`src/rtl/als_spi_master.sv`:
```
// SPI master for the PmodALS (ADC081S021) light sensor: frames cs/scl, shifts in 16 bits, presents an 8-bit sample.
// Optional macro ALS_AVG_EN replaces the raw sample with a 4-frame moving average.
module als_spi_master #(
    parameter int CLK_DIV   = 25,
    parameter int FRAME_GAP = 50
) (
    input  logic       clk,
    input  logic       rst_n,
    input  logic       en,
    input  logic       sdo,
    output logic       cs,
    output logic       scl,
    output logic [7:0] sample,
    output logic       sample_valid,
    output logic       frame_err,
    output logic       busy
);

    localparam int DIV_W = (CLK_DIV > 1) ? $clog2(CLK_DIV) : 1;
    localparam int GAP_W = (FRAME_GAP > 1) ? $clog2(FRAME_GAP) : 1;
    localparam logic [DIV_W-1:0] DIV_LAST = DIV_W'(CLK_DIV - 1);
    localparam logic [GAP_W-1:0] GAP_LAST = GAP_W'(FRAME_GAP - 1);

    typedef enum logic [2:0] {IDLE, SETUP, SHIFT, DONE, GAP} state_t;

    state_t           state;
    logic [DIV_W-1:0] div_cnt;
    logic [GAP_W-1:0] gap_cnt;
    logic [3:0]       bit_cnt;
    logic [15:0]      shreg;
    logic             div_end;
    logic             gap_end;
    logic             frame_end;
    logic [7:0]       raw;
    logic [7:0]       sample_next;

    assign div_end   = (div_cnt == DIV_LAST);
    assign gap_end   = (gap_cnt == GAP_LAST);
    assign raw       = shreg[12:5];
    // Last high phase of the 16th bit: the word in shreg is complete.
    assign frame_end = (state == SHIFT) && scl && div_end && (bit_cnt == 4'd15);

`ifdef ALS_AVG_EN
    logic [7:0] hist [4];
    logic [9:0] sum;
    logic [9:0] sum_next;

    always_comb begin
        sum_next    = sum + {2'b00, raw} - {2'b00, hist[3]};
        sample_next = sum_next[9:2];
    end

    // The running sum always equals the total of the four history entries.
    always_ff @(posedge clk or negedge rst_n) begin
        if (!rst_n) begin
            hist[0] <= '0;
            hist[1] <= '0;
            hist[2] <= '0;
            hist[3] <= '0;
            sum     <= '0;
        end else if (frame_end) begin
            hist[0] <= raw;
            hist[1] <= hist[0];
            hist[2] <= hist[1];
            hist[3] <= hist[2];
            sum     <= sum_next;
        end
    end
`else
    assign sample_next = raw;
`endif

    always_ff @(posedge clk or negedge rst_n) begin
        if (!rst_n) begin
            state        <= IDLE;
            div_cnt      <= '0;
            gap_cnt      <= '0;
            bit_cnt      <= '0;
            shreg        <= '0;
            cs           <= 1'b1;
            scl          <= 1'b1;
            sample       <= '0;
            sample_valid <= 1'b0;
            frame_err    <= 1'b0;
            busy         <= 1'b0;
        end else begin
            sample_valid <= 1'b0;
            case (state)
                IDLE: begin
                    cs      <= 1'b1;
                    scl     <= 1'b1;
                    busy    <= 1'b0;
                    div_cnt <= '0;
                    if (en) begin
                        state <= SETUP;
                        cs    <= 1'b0;
                        busy  <= 1'b1;
                    end
                end
                SETUP: begin
                    if (div_end) begin
                        div_cnt <= '0;
                        bit_cnt <= '0;
                        scl     <= 1'b0;
                        state   <= SHIFT;
                    end else begin
                        div_cnt <= div_cnt + 1'b1;
                    end
                end
                SHIFT: begin
                    // The scl register itself records which half of the bit we are in.
                    if (div_end) begin
                        div_cnt <= '0;
                        if (!scl) begin
                            scl   <= 1'b1;
                            shreg <= {shreg[14:0], sdo};
                        end else if (bit_cnt == 4'd15) begin
                            state        <= DONE;
                            cs           <= 1'b1;
                            sample       <= sample_next;
                            frame_err    <= |shreg[15:13];
                            sample_valid <= 1'b1;
                            bit_cnt      <= '0;
                        end else begin
                            scl     <= 1'b0;
                            bit_cnt <= bit_cnt + 1'b1;
                        end
                    end else begin
                        div_cnt <= div_cnt + 1'b1;
                    end
                end
                DONE: begin
                    gap_cnt <= '0;
                    state   <= GAP;
                end
                GAP: begin
                    if (gap_end) begin
                        gap_cnt <= '0;
                        if (en) begin
                            state <= SETUP;
                            cs    <= 1'b0;
                        end else begin
                            state <= IDLE;
                            busy  <= 1'b0;
                        end
                    end else begin
                        gap_cnt <= gap_cnt + 1'b1;
                    end
                end
                default: begin
                    state <= IDLE;
                    cs    <= 1'b1;
                    scl   <= 1'b1;
                    busy  <= 1'b0;
                end
            endcase
        end
    end

endmodule

```
`config.mk`:
```
export PLATFORM = sky130hd
export DESIGN_NAME = als_spi_master
export DESIGN_NICKNAME = d
export VERILOG_FILES = /design/src/rtl/als_spi_master.sv
export SDC_FILE = /design/constraint.sdc
export NUM_CORES = 1
export LEC_CHECK = 0
export CORE_MARGIN = 1.5
export CORE_UTILIZATION = 45
export CTS_CLUSTER_DIAMETER = 50
export DETAILED_ROUTE_END_ITERATION = 16
export SYNTH_ARGS = -nofsm -noshare
export SYNTH_HDL_FRONTEND = slang
export SYNTH_SLANG_ARGS = --single-unit
```
`constraint.sdc`:
```
create_clock -name clk -period 2.7 [get_ports clk]
set_input_delay 0.54 -clock clk [delete_from_list [all_inputs] [get_ports clk]]
set_output_delay 0.54 -clock clk [all_outputs]
set_load 0.02 [all_outputs]
```
==> metrics.cfg, run 1 <==
[run_status]
outcome = complete, no violations

[sta]
grt_setup_unrepaired = no
finalMaxSlewViolations = 0
fin_crit_ps = 2118
clock_skew_ps = 6.272
tns_ps = 0
max-slew-margin-rel = 0.6311
finalCritPeriodShare = 0.7844
hold_violations = 0
timing.fmax_mhz = 472.1
setup_viol = 0
tightestPinTransition_ps = 553.4

[detailed_routing]
wire_per_inst_um = 14.30
first_pass_iters = 4
totalWireLength_um = 4003
vias_per_cell = 5.454
drc = 0
ant_nets = 0
drt-initial-drc-count = 77
vias = 1527

[floorplanning]
start_util = 0.4732
coreArea_um2 = 4755
top_level_ports = 17
fp.dieH_um = 73.71
dieArea_um2 = 5432
die_width_um = 73.71
rows = 25

[power_and_ir_drop]
leakagePower_nw = 1.158
swShare = 0.3007
p_seq_frac = 0.505
clock_power_share = 0.299
comb_power_share = 0.197
peakVddDrop_mv = 0.4837
cell_internal_pwr_mw = 1.224
p_per_area_nw_per_um2 = 682.0
switching_power_mw = 0.5263

[synth]
synth.most_common_cell = dfrtp_1
synth_edf_count = 0
synth_area_per_cell_um2 = 11.48
yosysSeqAreaShare = 0.5239
synth_flop_cell = dfrtp_1
syn_inst = 196
ys_types = 41
yosys_warnings = 0
synthArstFlopShare = 1.000
synth_area_leaders = dfrtp_1 50%, mux2_2 13%, ha_1 2.8%
synth_nets = 205
synth_common_cells = 45 x dfrtp_1, 25 x mux2_2, 12 x o21ai_0
synth_top_area_frac = 0.5006
synthesis.area_um2 = 2250
synth_largest_area_cell = dfrtp_1
ys_ff_latch = 47

[worst_setup_path]
critPathTopFamily = simple AND/OR/NAND/NOR gates
setup.worst_path.start_class = register
max_stage_delay_ps = 670
reg2reg_slack_ps = 580
crit_fanout = 20
crit_cells = 4
startpoint = state[1]$_DFFE_PN0P_
cp_slowest_cell = dfrtp_1
crit_chain = or3b_1 -> nor3_4 -> buf_4 -> mux2_2
reg2reg_from = state[1]$_DFFE_PN0P_
r2r.worst_path.cells = 4
crit_type = register to register
cp_num_buf_inv = 1
endpoint_kind = register
rr_endpoint = shreg[1]$_DFFE_PN0P_
worstSetupEndpoint = shreg[1]$_DFFE_PN0P_
crit_required_ps = 2880
cp.arrival_ps = 2300

[cells_and_area]
final_cells = 280
post_route_cells_drive_above_1_share = 0.2066
nNetsFinal = 221
area_delta_synth_final_pct = 14.07
diodes = 0

[placement]
gp_congestion = 0.8861
port_buffers = 16
dp_hpwl_um = 2820
dpl.cell_count = 272

[clock_network]
cts.path.max_buffers = 2
cts_tree = done
postCtsSetupBuffers = 0
cts.sinks = 47
h-tree-depth = 2
insertion_delay_ps = 300
path_clk_slew_ps = 90
cts-root-buf = clkbuf_8
cts_resized = 0
cts_made_buffers = 5
postCtsHoldBufs = 0

[grt]
grt_use_total = 0.1692
grt_pass1_vias = 1469
grt_max_degree = 25
overflow = 0
grt_pass1_wl_um = 7031
antenna_found_initial = 0

[run]
drv_cap = 0

[min_path]
min_path_type = input port to asynchronous set/reset pin

==> state kept, by name, indices dropped and copies added, names as in the netlist <==
signal and count:
busy 1, sample 8, gap_cnt 6, div_cnt 5, shreg 16, scl 1, state 3, cs 1
frame_err 1, sample_valid 1, bit_cnt 4
==> layout make-up <==
type | instances | area [µm²]
Clock inverter | 3 | 46.29
Tap cell | 67 | 83.83
Clock buffer | 5 | 68.82
Timing Repair Buffer | 20 | 185.2
Inverter | 5 | 18.77
Sequential cell | 47 | 1179
Fill cell | 427 | 2188
Multi-Input combinational cell | 133 | 984.7
==> cells in the final DEF (no fill, tap or decap), types with 2 or more instances in the layout <==
cell / instances
nor2b_1: 3
nor2_1: 6
clkdlybuf4s50_1: 15
ha_1: 5
a21oi_1: 7
clkbuf_8: 5
nor3_1: 5
dfrtp_1: 45
a21o_1: 2
mux2i_1: 2
a31oi_1: 4
nand3_1: 10
inv_1: 5
nor3b_1: 7
o41ai_1: 3
a41oi_1: 2
o21ai_0: 12
mux2_2: 25
nand2_1: 11
nand2b_1: 5
o22ai_1: 3
buf_4: 4
nand3b_1: 2
dfstp_2: 2
and3_1: 2
nand4b_1: 2
==> power groups by stage <==
stage / Clock [mW] / Combinational (mW) / Sequential, mW
2_1_floorplan: 0 / 0.281 / 0.865
3_3_place_gp: 0 / 0.333 / 0.889
3_5_place_dp: 0 / 0.349 / 0.896
4_1_cts: 0.542 / 0.352 / 0.883
5_1_grt: 0.570 / 0.392 / 0.901
6_report: 0.523 / 0.344 / 0.883
==> metrics by stage <==
| step | area (µm²) | setup slack [ps] | total power [mW] | util | hold slack, ps |
|---|---|---|---|---|---|
| 3_3_place_gp | 2451 | 680.1 | 1.222 | 0.5155 | 485.2 |
| 2_1_floorplan | 2250 | 790.5 | 1.145 | - | 244.4 |
| 4_1_cts | 2566 | 569.2 | 1.778 | 0.5397 | 242.3 |
| 3_5_place_dp | 2451 | 606.6 | 1.245 | 0.5155 | 489.0 |
| 5_1_grt | 2566 | 459.3 | 1.863 | 0.5397 | 254.1 |
| 6_report | 2566 | 582.0 | 1.750 | 0.5397 | 223.7 |
==> cell families after synthesis <==
group | count (synthesis) | synth area share
adder cells (fa/ha/maj) | 5 | 0.02781
multiplexers | 27 | 0.1340
AND/OR/NAND/NOR | 61 | 0.1596
XOR/XNOR | 1 | 0.003894
flip-flops | 47 | 0.5239
AO/OA/AOI/OAI | 39 | 0.1124
buffers and inverters | 16 | 0.03838
==> per-layer routing <==
metal | share of wire | wire length, µm | vias to the layer above | track usage
met5 | 0 | 0 | - | 0
li1 | - | - | 747 | -
met1 | 0.47 | 1866 | 760 | 0.2259
met2 | 0.50 | 1999 | 18 | 0.2653
met4 | 0.0062 | 25 | 0 | 0.05761
met3 | 0.028 | 111 | 2 | 0.04664
==> worst min path at each step <==
| stage | slack [ps] | start | endpoint |
|---|---|---|---|
| CTS | 240 | rst_n | shreg[1]$_DFFE_PN0P_ |
| floorplan | 240 | rst_n | bit_cnt[0]$_DFFE_PN0P_ |
| global placement | 490 | shreg[1]$_DFFE_PN0P_ | shreg[1]$_DFFE_PN0P_ |
| finish | 220 | rst_n | shreg[0]$_DFFE_PN0P_ |
| global route | 250 | rst_n | state[0]$_DFFE_PN0P_ |
| detailed placement | 490 | div_cnt[4]$_DFFE_PN0P_ | div_cnt[4]$_DFFE_PN0P_ |
(Power assumes the default switching activity.)
==> run 2, diff against run 1 <==
- clock period: 2.7 -> 2.1 ns (I/O delays scaled with it)
==> run 2 against run 1 <==
  * Global-route usage up 0.41 points
  * Combinational power up 49%
  * Via count up 3.1%
  * Power up 31%
  * Worst hold slack worse by 31 ps
==> metrics.cfg, run 2 (synthesis gave the netlist of run 1 again) <==
[grt]
grt_pass1_vias = 1537  ; was 1,469
antenna_found_initial = 0  ; unchanged
grt_max_degree = 48  ; was 25
overflow = 0  ; unchanged
grt_pass1_wl_um = 7127  ; was 7031 µm
grt_use_total = 0.1732  ; was 0.1692

[clock_network]
cts_tree = done  ; unchanged
path_clk_slew_ps = 90  ; about the same
cts_resized = 0  ; unchanged
postCtsSetupBuffers = 0  ; unchanged
cts.sinks = 47  ; unchanged
cts_made_buffers = 5  ; unchanged
cts-root-buf = clkbuf_8  ; unchanged
cts.path.max_buffers = 2  ; unchanged
postCtsHoldBufs = 0  ; unchanged
h-tree-depth = 2  ; unchanged
insertion_delay_ps = 300  ; about the same

[cells_and_area]
reg_top3 = shreg x16, sample x8, gap_cnt x6  ; unchanged
mostFrequentLayoutCell = dfrtp_1  ; unchanged
final_util = 0.5463  ; was 0.5397
post_route_cells_drive_above_1_share = 0.2212  ; was 0.2066
diodes = 0  ; unchanged
regMostFlops = shreg  ; unchanged
area_delta_synth_final_pct = 15.46  ; was 14.07%
final_cell_mix = 45 x dfrtp_1, 25 x mux2_2, 15 x clkdlybuf4s50_1, 12 x o21ai_0, 11 x nand2_1  ; unchanged
final_cell_area_um2 = 2597  ; was 2566 µm²
nNetsFinal = 225  ; was 221
final_cells = 284  ; was 280
largest_register_ff_count = 16  ; unchanged

[sta]
tightestPinTransition_ps = 575.0  ; was 553.4 ps
clock_skew_ps = 8.285  ; was 6.272 ps
tns_ps = 0  ; unchanged
max-slew-margin-rel = 0.6167  ; was 0.6311
finalMaxSlewViolations = 0  ; unchanged
hold_slack_ps = 192.9  ; was 223.7 ps
finalCritPeriodShare = 0.9566
timing.fmax_mhz = 497.8
fin_ws_ps = 91.11  ; was 582.0 ps
hold_violations = 0  ; unchanged
setup_viol = 0  ; unchanged
fin_crit_ps = 2009
grt_setup_unrepaired = no  ; unchanged

[power_and_ir_drop]
total_power_mw = 2.293  ; was 1.750 mW
p_per_area_nw_per_um2 = 882.8  ; was 682.0 nW/µm²
peakVddDrop_mv = 0.5007  ; was 0.4837 mV
leakagePower_nw = 1.183  ; was 1.158 nW

[min_path]
min_path_type = input port to asynchronous set/reset pin  ; unchanged

[detailed_routing]
wire_per_inst_um = 14.60  ; was 14.30 µm
ant_nets = 0  ; unchanged
totalWireLength_um = 4146  ; was 4003 µm
vias = 1575  ; was 1,527
drt-initial-drc-count = 49  ; was 77
drc = 0  ; unchanged
first_pass_iters = 4  ; unchanged
vias_per_cell = 5.546  ; was 5.454

[floorplanning]
dieArea_um2 = 5432  ; unchanged
rows = 25  ; unchanged
start_util = 0.4732  ; unchanged
top_level_ports = 17  ; unchanged
die_width_um = 73.71  ; unchanged
coreArea_um2 = 4755  ; unchanged
fp.dieH_um = 73.71  ; unchanged

[worst_setup_path]
cp.arrival_ps = 1590  ; was 2300 ps
cp_num_buf_inv = 1  ; unchanged
critPathTopFamily = flip-flops  ; was simple AND/OR/NAND/NOR gates
crit_chain = clkdlybuf4s50_1  ; was or3b_1 -> nor3_4 -> buf_4 -> mux2_2
crit_type = register to output port  ; was register to register
endpoint_kind = output port  ; was register
setup.worst_path.start_class = register  ; unchanged
max_stage_delay_ps = 650  ; was 670 ps
cp_slowest_cell = dfstp_2  ; was dfrtp_1
crit_fanout = 9  ; was 20
crit_required_ps = 1680  ; was 2880 ps

[placement]
dpl.cell_count = 276  ; was 272
dp_hpwl_um = 2941  ; was 2820 µm
port_buffers = 16  ; unchanged
post_dp_cell_area_um2 = 2481  ; was 2451 µm²
place_ws_ps = 242.2  ; was 606.6 ps
gp_congestion = 0.7996  ; was 0.8861

[run_status]
outcome = complete, no violations  ; unchanged

[run]
drv_cap = 0  ; unchanged

[run 2: area by class of cell]
class / instances / area, µm²
inverter: 5 / 18.77
sequential: 47 / 1179
fill: 445 / 2157
clock buffer: 5 / 68.82
timing repair buffer: 24 / 215.2
multi-input combinational: 133 / 984.7
clock inverter: 3 / 47.55
tap: 67 / 83.83
[run 2: power by group]
part / switching [mW] / internal [mW] / leakage (nW) / total (mW)
sequential: 0.106 / 1.00 / 0.635 / 1.11
clock: 0.314 / 0.361 / 0.0587 / 0.675
combinational: 0.281 / 0.230 / 0.489 / 0.512
total: 0.701 / 1.59 / 1.18 / 2.29
[run 2: final timing paths]
check	startpoint	to	slack, ps	depth (start not counted)
setup / recovery	scl$_DFFE_PN1P_	scl	90	1
hold / removal	rst_n	bit_cnt[0]$_DFFE_PN0P_	190	2
setup reg to reg	div_cnt[0]$_DFFE_PN0P_	shreg[3]$_DFFE_PN0P_	230	6
hold reg to reg	sample[1]$_DFFE_PN0P_	sample[1]$_DFFE_PN0P_	510	1
max in group asynchronous	rst_n	scl$_DFFE_PN1P_	1520	2
min in group clk	sample[1]$_DFFE_PN0P_	sample[1]$_DFFE_PN0P_	510	1
[run 2: metal layers]
layer  GRT usage  part of all wire
met1      0.2215              0.45
met2      0.2893              0.51
met3     0.04115             0.029
met4     0.05556             0.013
met5           0                 0
